==> src/rtl/sprite_port_arbiter_if.sv <==
// Port-A sharing bus between the SPI upload path, the renderer fetch and
// sprite storage. The slave modport is the arbiter's view.
interface sprite_port_arbiter_if #(
  parameter int unsigned SEL_W      = 4,
  parameter int unsigned ADDR_W     = 12,
  parameter int unsigned FIFO_DEPTH = 4
);
  localparam int unsigned LVL_W = $clog2(FIFO_DEPTH) + 1;

  logic              wq_valid;
  logic              wq_ready;
  logic [SEL_W-1:0]  wq_select;
  logic [ADDR_W-1:0] wq_addr;
  logic [7:0]        wq_data;

  logic              rd_req;
  logic [SEL_W-1:0]  rd_select;
  logic [ADDR_W-1:0] rd_addr;
  logic              rd_grant;
  logic              rd_valid;

  logic              mem_we;
  logic [SEL_W-1:0]  mem_select;
  logic [ADDR_W-1:0] mem_addr;
  logic [7:0]        mem_wdata;

  logic [LVL_W-1:0]  fifo_level;

  modport slave (
    input  wq_valid, wq_select, wq_addr, wq_data,
    input  rd_req, rd_select, rd_addr,
    output wq_ready, rd_grant, rd_valid,
    output mem_we, mem_select, mem_addr, mem_wdata, fifo_level
  );

  modport master (
    output wq_valid, wq_select, wq_addr, wq_data,
    output rd_req, rd_select, rd_addr,
    input  wq_ready, rd_grant, rd_valid,
    input  mem_we, mem_select, mem_addr, mem_wdata, fifo_level
  );
endinterface

==> src/rtl/sprite_port_arbiter.sv <==
// Sprite storage port-A arbiter: renderer reads win each slot, upload writes
// are buffered in a small FIFO, and a deferral counter forces one write slot
// after MAX_DEFER lost read slots so uploads cannot starve.
module sprite_port_arbiter #(
  parameter int unsigned SEL_W      = 4,
  parameter int unsigned ADDR_W     = 12,
  parameter int unsigned FIFO_DEPTH = 4,
  parameter int unsigned MAX_DEFER  = 8
) (
  input  logic                  clock,
  input  logic                  reset_n,
  sprite_port_arbiter_if.slave  bus
);
  localparam int unsigned PTR_W = $clog2(FIFO_DEPTH);
  localparam int unsigned LVL_W = PTR_W + 1;
  localparam int unsigned DEF_W = $clog2(MAX_DEFER + 1);

  typedef struct packed {
    logic [SEL_W-1:0]  sel;
    logic [ADDR_W-1:0] addr;
    logic [7:0]        data;
  } entry_t;

  typedef enum logic [1:0] {
    SLOT_IDLE,
    SLOT_READ,
    SLOT_WRITE,
    SLOT_FORCE
  } slot_e;

  entry_t [FIFO_DEPTH-1:0] fifo_q, fifo_d;
  logic [PTR_W-1:0]        wr_ptr_q, wr_ptr_d;
  logic [PTR_W-1:0]        rd_ptr_q, rd_ptr_d;
  logic [LVL_W-1:0]        level_q, level_d;
  logic [DEF_W-1:0]        defer_q, defer_d;
  logic                    rd_valid_q, rd_valid_d;

  slot_e  slot;
  entry_t head;
  logic   not_empty;
  logic   force_wr;
  logic   push;
  logic   pop;

  assign not_empty = (level_q != '0);
  assign force_wr  = not_empty && (defer_q == DEF_W'(MAX_DEFER));
  assign head      = fifo_q[rd_ptr_q];
  assign push      = bus.wq_valid && bus.wq_ready;
  assign pop       = (slot == SLOT_WRITE) || (slot == SLOT_FORCE);

  assign bus.wq_ready   = reset_n && (level_q < LVL_W'(FIFO_DEPTH));
  assign bus.rd_grant   = (slot == SLOT_READ);
  assign bus.rd_valid   = rd_valid_q;
  assign bus.mem_we     = pop;
  assign bus.mem_select = pop ? head.sel  : bus.rd_select;
  assign bus.mem_addr   = pop ? head.addr : bus.rd_addr;
  assign bus.mem_wdata  = head.data;
  assign bus.fifo_level = level_q;

  // One slot decision per cycle; nothing is granted while reset is held.
  always_comb begin
    slot = SLOT_IDLE;
    if (!reset_n)       slot = SLOT_IDLE;
    else if (force_wr)  slot = SLOT_FORCE;
    else if (bus.rd_req) slot = SLOT_READ;
    else if (not_empty) slot = SLOT_WRITE;
  end

  // Next-state for FIFO storage, pointers, level, deferral count and read-valid.
  always_comb begin
    fifo_d     = fifo_q;
    wr_ptr_d   = wr_ptr_q;
    rd_ptr_d   = rd_ptr_q;
    level_d    = level_q;
    defer_d    = defer_q;
    rd_valid_d = bus.rd_grant;

    if (push) begin
      fifo_d[wr_ptr_q] = entry_t'{bus.wq_select, bus.wq_addr, bus.wq_data};
      wr_ptr_d         = wr_ptr_q + PTR_W'(1);
    end
    if (pop) begin
      rd_ptr_d = rd_ptr_q + PTR_W'(1);
    end

    case ({push, pop})
      2'b10:   level_d = level_q + LVL_W'(1);
      2'b01:   level_d = level_q - LVL_W'(1);
      default: level_d = level_q;
    endcase

    // The counter only measures how long the current head has been waiting,
    // so an empty FIFO or any write slot restarts it.
    if (!not_empty || pop) begin
      defer_d = '0;
    end else if ((slot == SLOT_READ) && (defer_q != DEF_W'(MAX_DEFER))) begin
      defer_d = defer_q + DEF_W'(1);
    end
  end

  // State registers; buffered data need no reset since the level gates it.
  always_ff @(posedge clock) begin
    fifo_q <= fifo_d;
    if (!reset_n) begin
      wr_ptr_q   <= '0;
      rd_ptr_q   <= '0;
      level_q    <= '0;
      defer_q    <= '0;
      rd_valid_q <= 1'b0;
    end else begin
      wr_ptr_q   <= wr_ptr_d;
      rd_ptr_q   <= rd_ptr_d;
      level_q    <= level_d;
      defer_q    <= defer_d;
      rd_valid_q <= rd_valid_d;
    end
  end
endmodule

==> src/flat_wrapper.sv <==
// flat-port wrapper written by rule: the top's interface ports become plain ports
module sprite_port_arbiter_flat 
#(
  parameter int unsigned SEL_W      = 4,
  parameter int unsigned ADDR_W     = 12,
  parameter int unsigned FIFO_DEPTH = 4,
  parameter int unsigned MAX_DEFER  = 8
)
  (clock, reset_n, bus_wq_valid, bus_wq_select, bus_wq_addr, bus_wq_data, bus_rd_req, bus_rd_select, bus_rd_addr, bus_wq_ready, bus_rd_grant, bus_rd_valid, bus_mem_we, bus_mem_select, bus_mem_addr, bus_mem_wdata, bus_fifo_level);
  sprite_port_arbiter_if #(.SEL_W(SEL_W), .ADDR_W(ADDR_W), .FIFO_DEPTH(FIFO_DEPTH)) bus_i ();
  input  logic clock;
  input  logic reset_n;
  input wire logic [$bits(bus_i.wq_valid)-1:0] bus_wq_valid;
  input wire logic [$bits(bus_i.wq_select)-1:0] bus_wq_select;
  input wire logic [$bits(bus_i.wq_addr)-1:0] bus_wq_addr;
  input wire logic [$bits(bus_i.wq_data)-1:0] bus_wq_data;
  input wire logic [$bits(bus_i.rd_req)-1:0] bus_rd_req;
  input wire logic [$bits(bus_i.rd_select)-1:0] bus_rd_select;
  input wire logic [$bits(bus_i.rd_addr)-1:0] bus_rd_addr;
  output wire logic [$bits(bus_i.wq_ready)-1:0] bus_wq_ready;
  output wire logic [$bits(bus_i.rd_grant)-1:0] bus_rd_grant;
  output wire logic [$bits(bus_i.rd_valid)-1:0] bus_rd_valid;
  output wire logic [$bits(bus_i.mem_we)-1:0] bus_mem_we;
  output wire logic [$bits(bus_i.mem_select)-1:0] bus_mem_select;
  output wire logic [$bits(bus_i.mem_addr)-1:0] bus_mem_addr;
  output wire logic [$bits(bus_i.mem_wdata)-1:0] bus_mem_wdata;
  output wire logic [$bits(bus_i.fifo_level)-1:0] bus_fifo_level;
  assign bus_i.wq_valid = bus_wq_valid;
  assign bus_i.wq_select = bus_wq_select;
  assign bus_i.wq_addr = bus_wq_addr;
  assign bus_i.wq_data = bus_wq_data;
  assign bus_i.rd_req = bus_rd_req;
  assign bus_i.rd_select = bus_rd_select;
  assign bus_i.rd_addr = bus_rd_addr;
  assign bus_wq_ready = bus_i.wq_ready;
  assign bus_rd_grant = bus_i.rd_grant;
  assign bus_rd_valid = bus_i.rd_valid;
  assign bus_mem_we = bus_i.mem_we;
  assign bus_mem_select = bus_i.mem_select;
  assign bus_mem_addr = bus_i.mem_addr;
  assign bus_mem_wdata = bus_i.mem_wdata;
  assign bus_fifo_level = bus_i.fifo_level;
  sprite_port_arbiter #(.SEL_W(SEL_W), .ADDR_W(ADDR_W), .FIFO_DEPTH(FIFO_DEPTH), .MAX_DEFER(MAX_DEFER)) u_core (.clock(clock), .reset_n(reset_n), .bus(bus_i));
endmodule
==> config.mk <==
export PLATFORM = sky130hd
export DESIGN_NAME = sprite_port_arbiter_flat
export DESIGN_NICKNAME = d
export VERILOG_FILES = /design/src/rtl/sprite_port_arbiter_if.sv /design/src/rtl/sprite_port_arbiter.sv /design/src/flat_wrapper.sv
export SDC_FILE = /design/constraint.sdc
export NUM_CORES = 1
export LEC_CHECK = 0
export CAP_MARGIN = 20
export CORE_MARGIN = 2
export CORE_UTILIZATION = 52
export DETAILED_ROUTE_END_ITERATION = 10
export PLACE_DENSITY = 0.79
export REMOVE_ABC_BUFFERS = 1
export SYNTH_ARGS = -nofsm -noshare
export SYNTH_HDL_FRONTEND = slang
export SYNTH_SLANG_ARGS = --single-unit
==> constraint.sdc <==
create_clock -name clock -period 2.95 [get_ports clock]
set_input_delay 0.59 -clock clock [delete_from_list [all_inputs] [get_ports clock]]
set_output_delay 0.59 -clock clock [all_outputs]
set_load 0.1 [all_outputs]
==> out/qor.csv <==
metric;value;unit
status;completed;
synthMuxAreaShare;0.1770;
p_int;2598;uW
cts_max_level;3;
synth_area_leader_cell;edfxtp_1;
synth_simple_gate_area_frac;0.03103;
hold_buffers;0;
ys.warnings.count;0;
seq_area_frac_synth;0.7172;
rsz0062_at_grt;no;
required;2.36;ns
post_cts_resized;0;
pre_cts_ws;0.09475;ns
die_x;95.51;um
fin_cells;416;
first_iter_violations;96;
dr.pass1.iters;4;
vias_per_cell;5.252;
synth_cell_types;34;
cts_setup_buffers;0;
die_y;95.51;um
drtAntennaViolNets;0;
end_kind;primary output;
area_growth;33.45;%
finalCritPeriodShare;0.9585;
hp-class;reg2reg;
ys_ff_latch;108;
gp_congestion;0.7477;
cap_viol_max_count;0;
route.detailed.wl_per_inst;18.13;um
switchingPower;990.8;uW
drc_errors;0;
cts_buffers;9;
antenna_found_initial;0;
cts_tree;built;
critPathLaunchType;input port;
root_buffer;clkbuf_8;
port_buffers;74;
avgSynthCellArea;20.44;sq um
final.setup.tns;0;ns
synth_edf_count;96;
synth_top_area_share;0.6621;
max_freq;353.7;MHz
worstSetupPathType;in2out;
synth_top_family_by_area;multiplexers;
place_hpwl;5242;um
post_synth_xor_area_fraction;0.01006;
p_seq_frac;0.483;
ios;75;
grt_pass1_vias;2382;
clock_path_buffers;2;
slew_viol_final;0;
layout-drive-gt1-share;0.3408;
skew;0.009086;ns
p_leak;0.001990;uW
p_clk_frac;0.272;
core-area;0.008175;sq mm
grt_max_degree;17;
synth_flop_cell;edfxtp_1;
grt-ovfl-total;0;
synthAdderAreaFrac;0.02471;
switching_share;0.2761;
grt.total_usage;0.1824;
crit_fanout;16;
rows;33;
powerDensity;617.6;mW/mm^2
path_clk_slew;0.08;ns
diodes;0;
yosysMostFrequentCell;edfxtp_1;
post-route-util;0.7107;
total_power;3589;uW
synth_area_leaders;edfxtp_1 (66%), mux4_2 (12%), dfxtp_1 (5.5%), mux2_4 (2.8%), mux2_2 (2.1%);
cts_num_sinks;108;
fin_ws;0.1224;ns
arrival;2.24;ns
dp.cells;400;
grt_pass1_wl;11720;um
dieArea;0.009121;sq mm
initial_utilization;0.5326;
pwr-share-comb;0.245;
synth_compound_area_frac;0.01609;
wl;7542;um
via_count;2185;
ys_async_sr_fraction;0;
hold_viol;0;
clock_latency;0.36;ns
setup_viol;0;
fin_nets;358;
netlist_top_cells_count;edfxtp_1 (96), mux4_2 (24), dfxtp_1 (12), inv_1 (10), nor2_1 (9);
irDropWorstVdd;0.3662;mV
post-route-min-period;2.828;ns
slew_headroom;0.7353;
syn-cell-area;0.004354;sq mm
tightest_slew;0.3950;ns
postSynthCellCount;213;
placed cells by master (no fill, tap or decap), types with 3 or more instances in the layout:
cell type / count
edfxtp_1: 96
clkdlybuf4s50_1: 43
buf_12: 30
mux4_2: 24
buf_4: 17
clkbuf_8: 11
dfxtp_1: 11
inv_1: 10
nor2_1: 9
mux2_4: 8
mux2_2: 8
ha_1: 7
and2_1: 4
xor2_1: 3
nand2_1: 3
kinds of logic after synthesis:
family	Yosys count
flip-flops	108
multiplexers	42
AND/OR/NAND/NOR	23
buffers and inverters	19
AO/OA/AOI/OAI	8
adder cells (fa/ha/maj)	8
XOR/XNOR	5
area by class of cell:
cell class / instances / area (sq um)
clock buffers: 13 / 158.9
clock inverters: 3 / 68.82
fillers: 524 / 2365
inverters: 11 / 41.29
multi-input cells: 86 / 1127
flip-flops and latches: 108 / 3124
well taps: 105 / 131.4
repair buffers: 90 / 1159
layer usage:
metal	track usage	up-vias	wire, um
li1	-	1024	-
met1	0.2050	1092	2963
met2	0.3251	54	4028
met3	0.03715	15	342
met4	0.1000	0	208
met5	0	-	0
path summary, 6_finish.rpt:
| kind | slack (ns) | start | cells after the start | end |
|---|---|---|---|---|
| setup / recovery | 0.12 | bus_rd_req | 5 | bus_mem_addr[11] |
| hold / removal | 0.49 | u_core.defer_q[0]$_SDFFE_PP0P_ | 1 | u_core.defer_q[0]$_SDFFE_PP0P_ |
| setup reg to reg | 0.49 | u_core.defer_q[0]$_SDFFE_PP0P_ | 10 | u_core.bus.fifo_level[2]$_SDFFE_PN0P_ |
| hold reg to reg | 0.49 | u_core.defer_q[0]$_SDFFE_PP0P_ | 1 | u_core.defer_q[0]$_SDFFE_PP0P_ |
power groups by stage:
stage          Sequential (uW)  Combinational (uW)  Clock (uW)
2_1_floorplan             1830                 494           0
3_3_place_gp              1760                 879           0
3_5_place_dp              1770                 888           0
4_1_cts                   1730                 891         997
5_1_grt                   1740                 917        1050
6_report                  1730                 880         977
sequential cells by signal (all words and copies together), names as in the netlist:
signal                 count
u_core.rd_ptr_q            2
u_core.wr_ptr_q            2
u_core.bus.fifo_level      3
u_core.bus.rd_valid        1
u_core.defer_q             4
u_core.fifo_q             96
worst max-delay path, cell delays in order:
cell             delay (ns)
clkdlybuf4s50_1        0.52
a211oi_4               0.34
buf_12                 0.22
mux2_2                 0.38
buf_12                 0.17
through the flow:
stage          hold WS [ns]  instance area (sq um)
3_3_place_gp         0.4462                   5583
5_1_grt              0.5237                   5811
6_report             0.4878                   5811
4_1_cts              0.4913                   5811
3_5_place_dp         0.4730                   5583
2_1_floorplan        0.4297                   4292
Note: power is estimated with default switching activity, not from simulation.
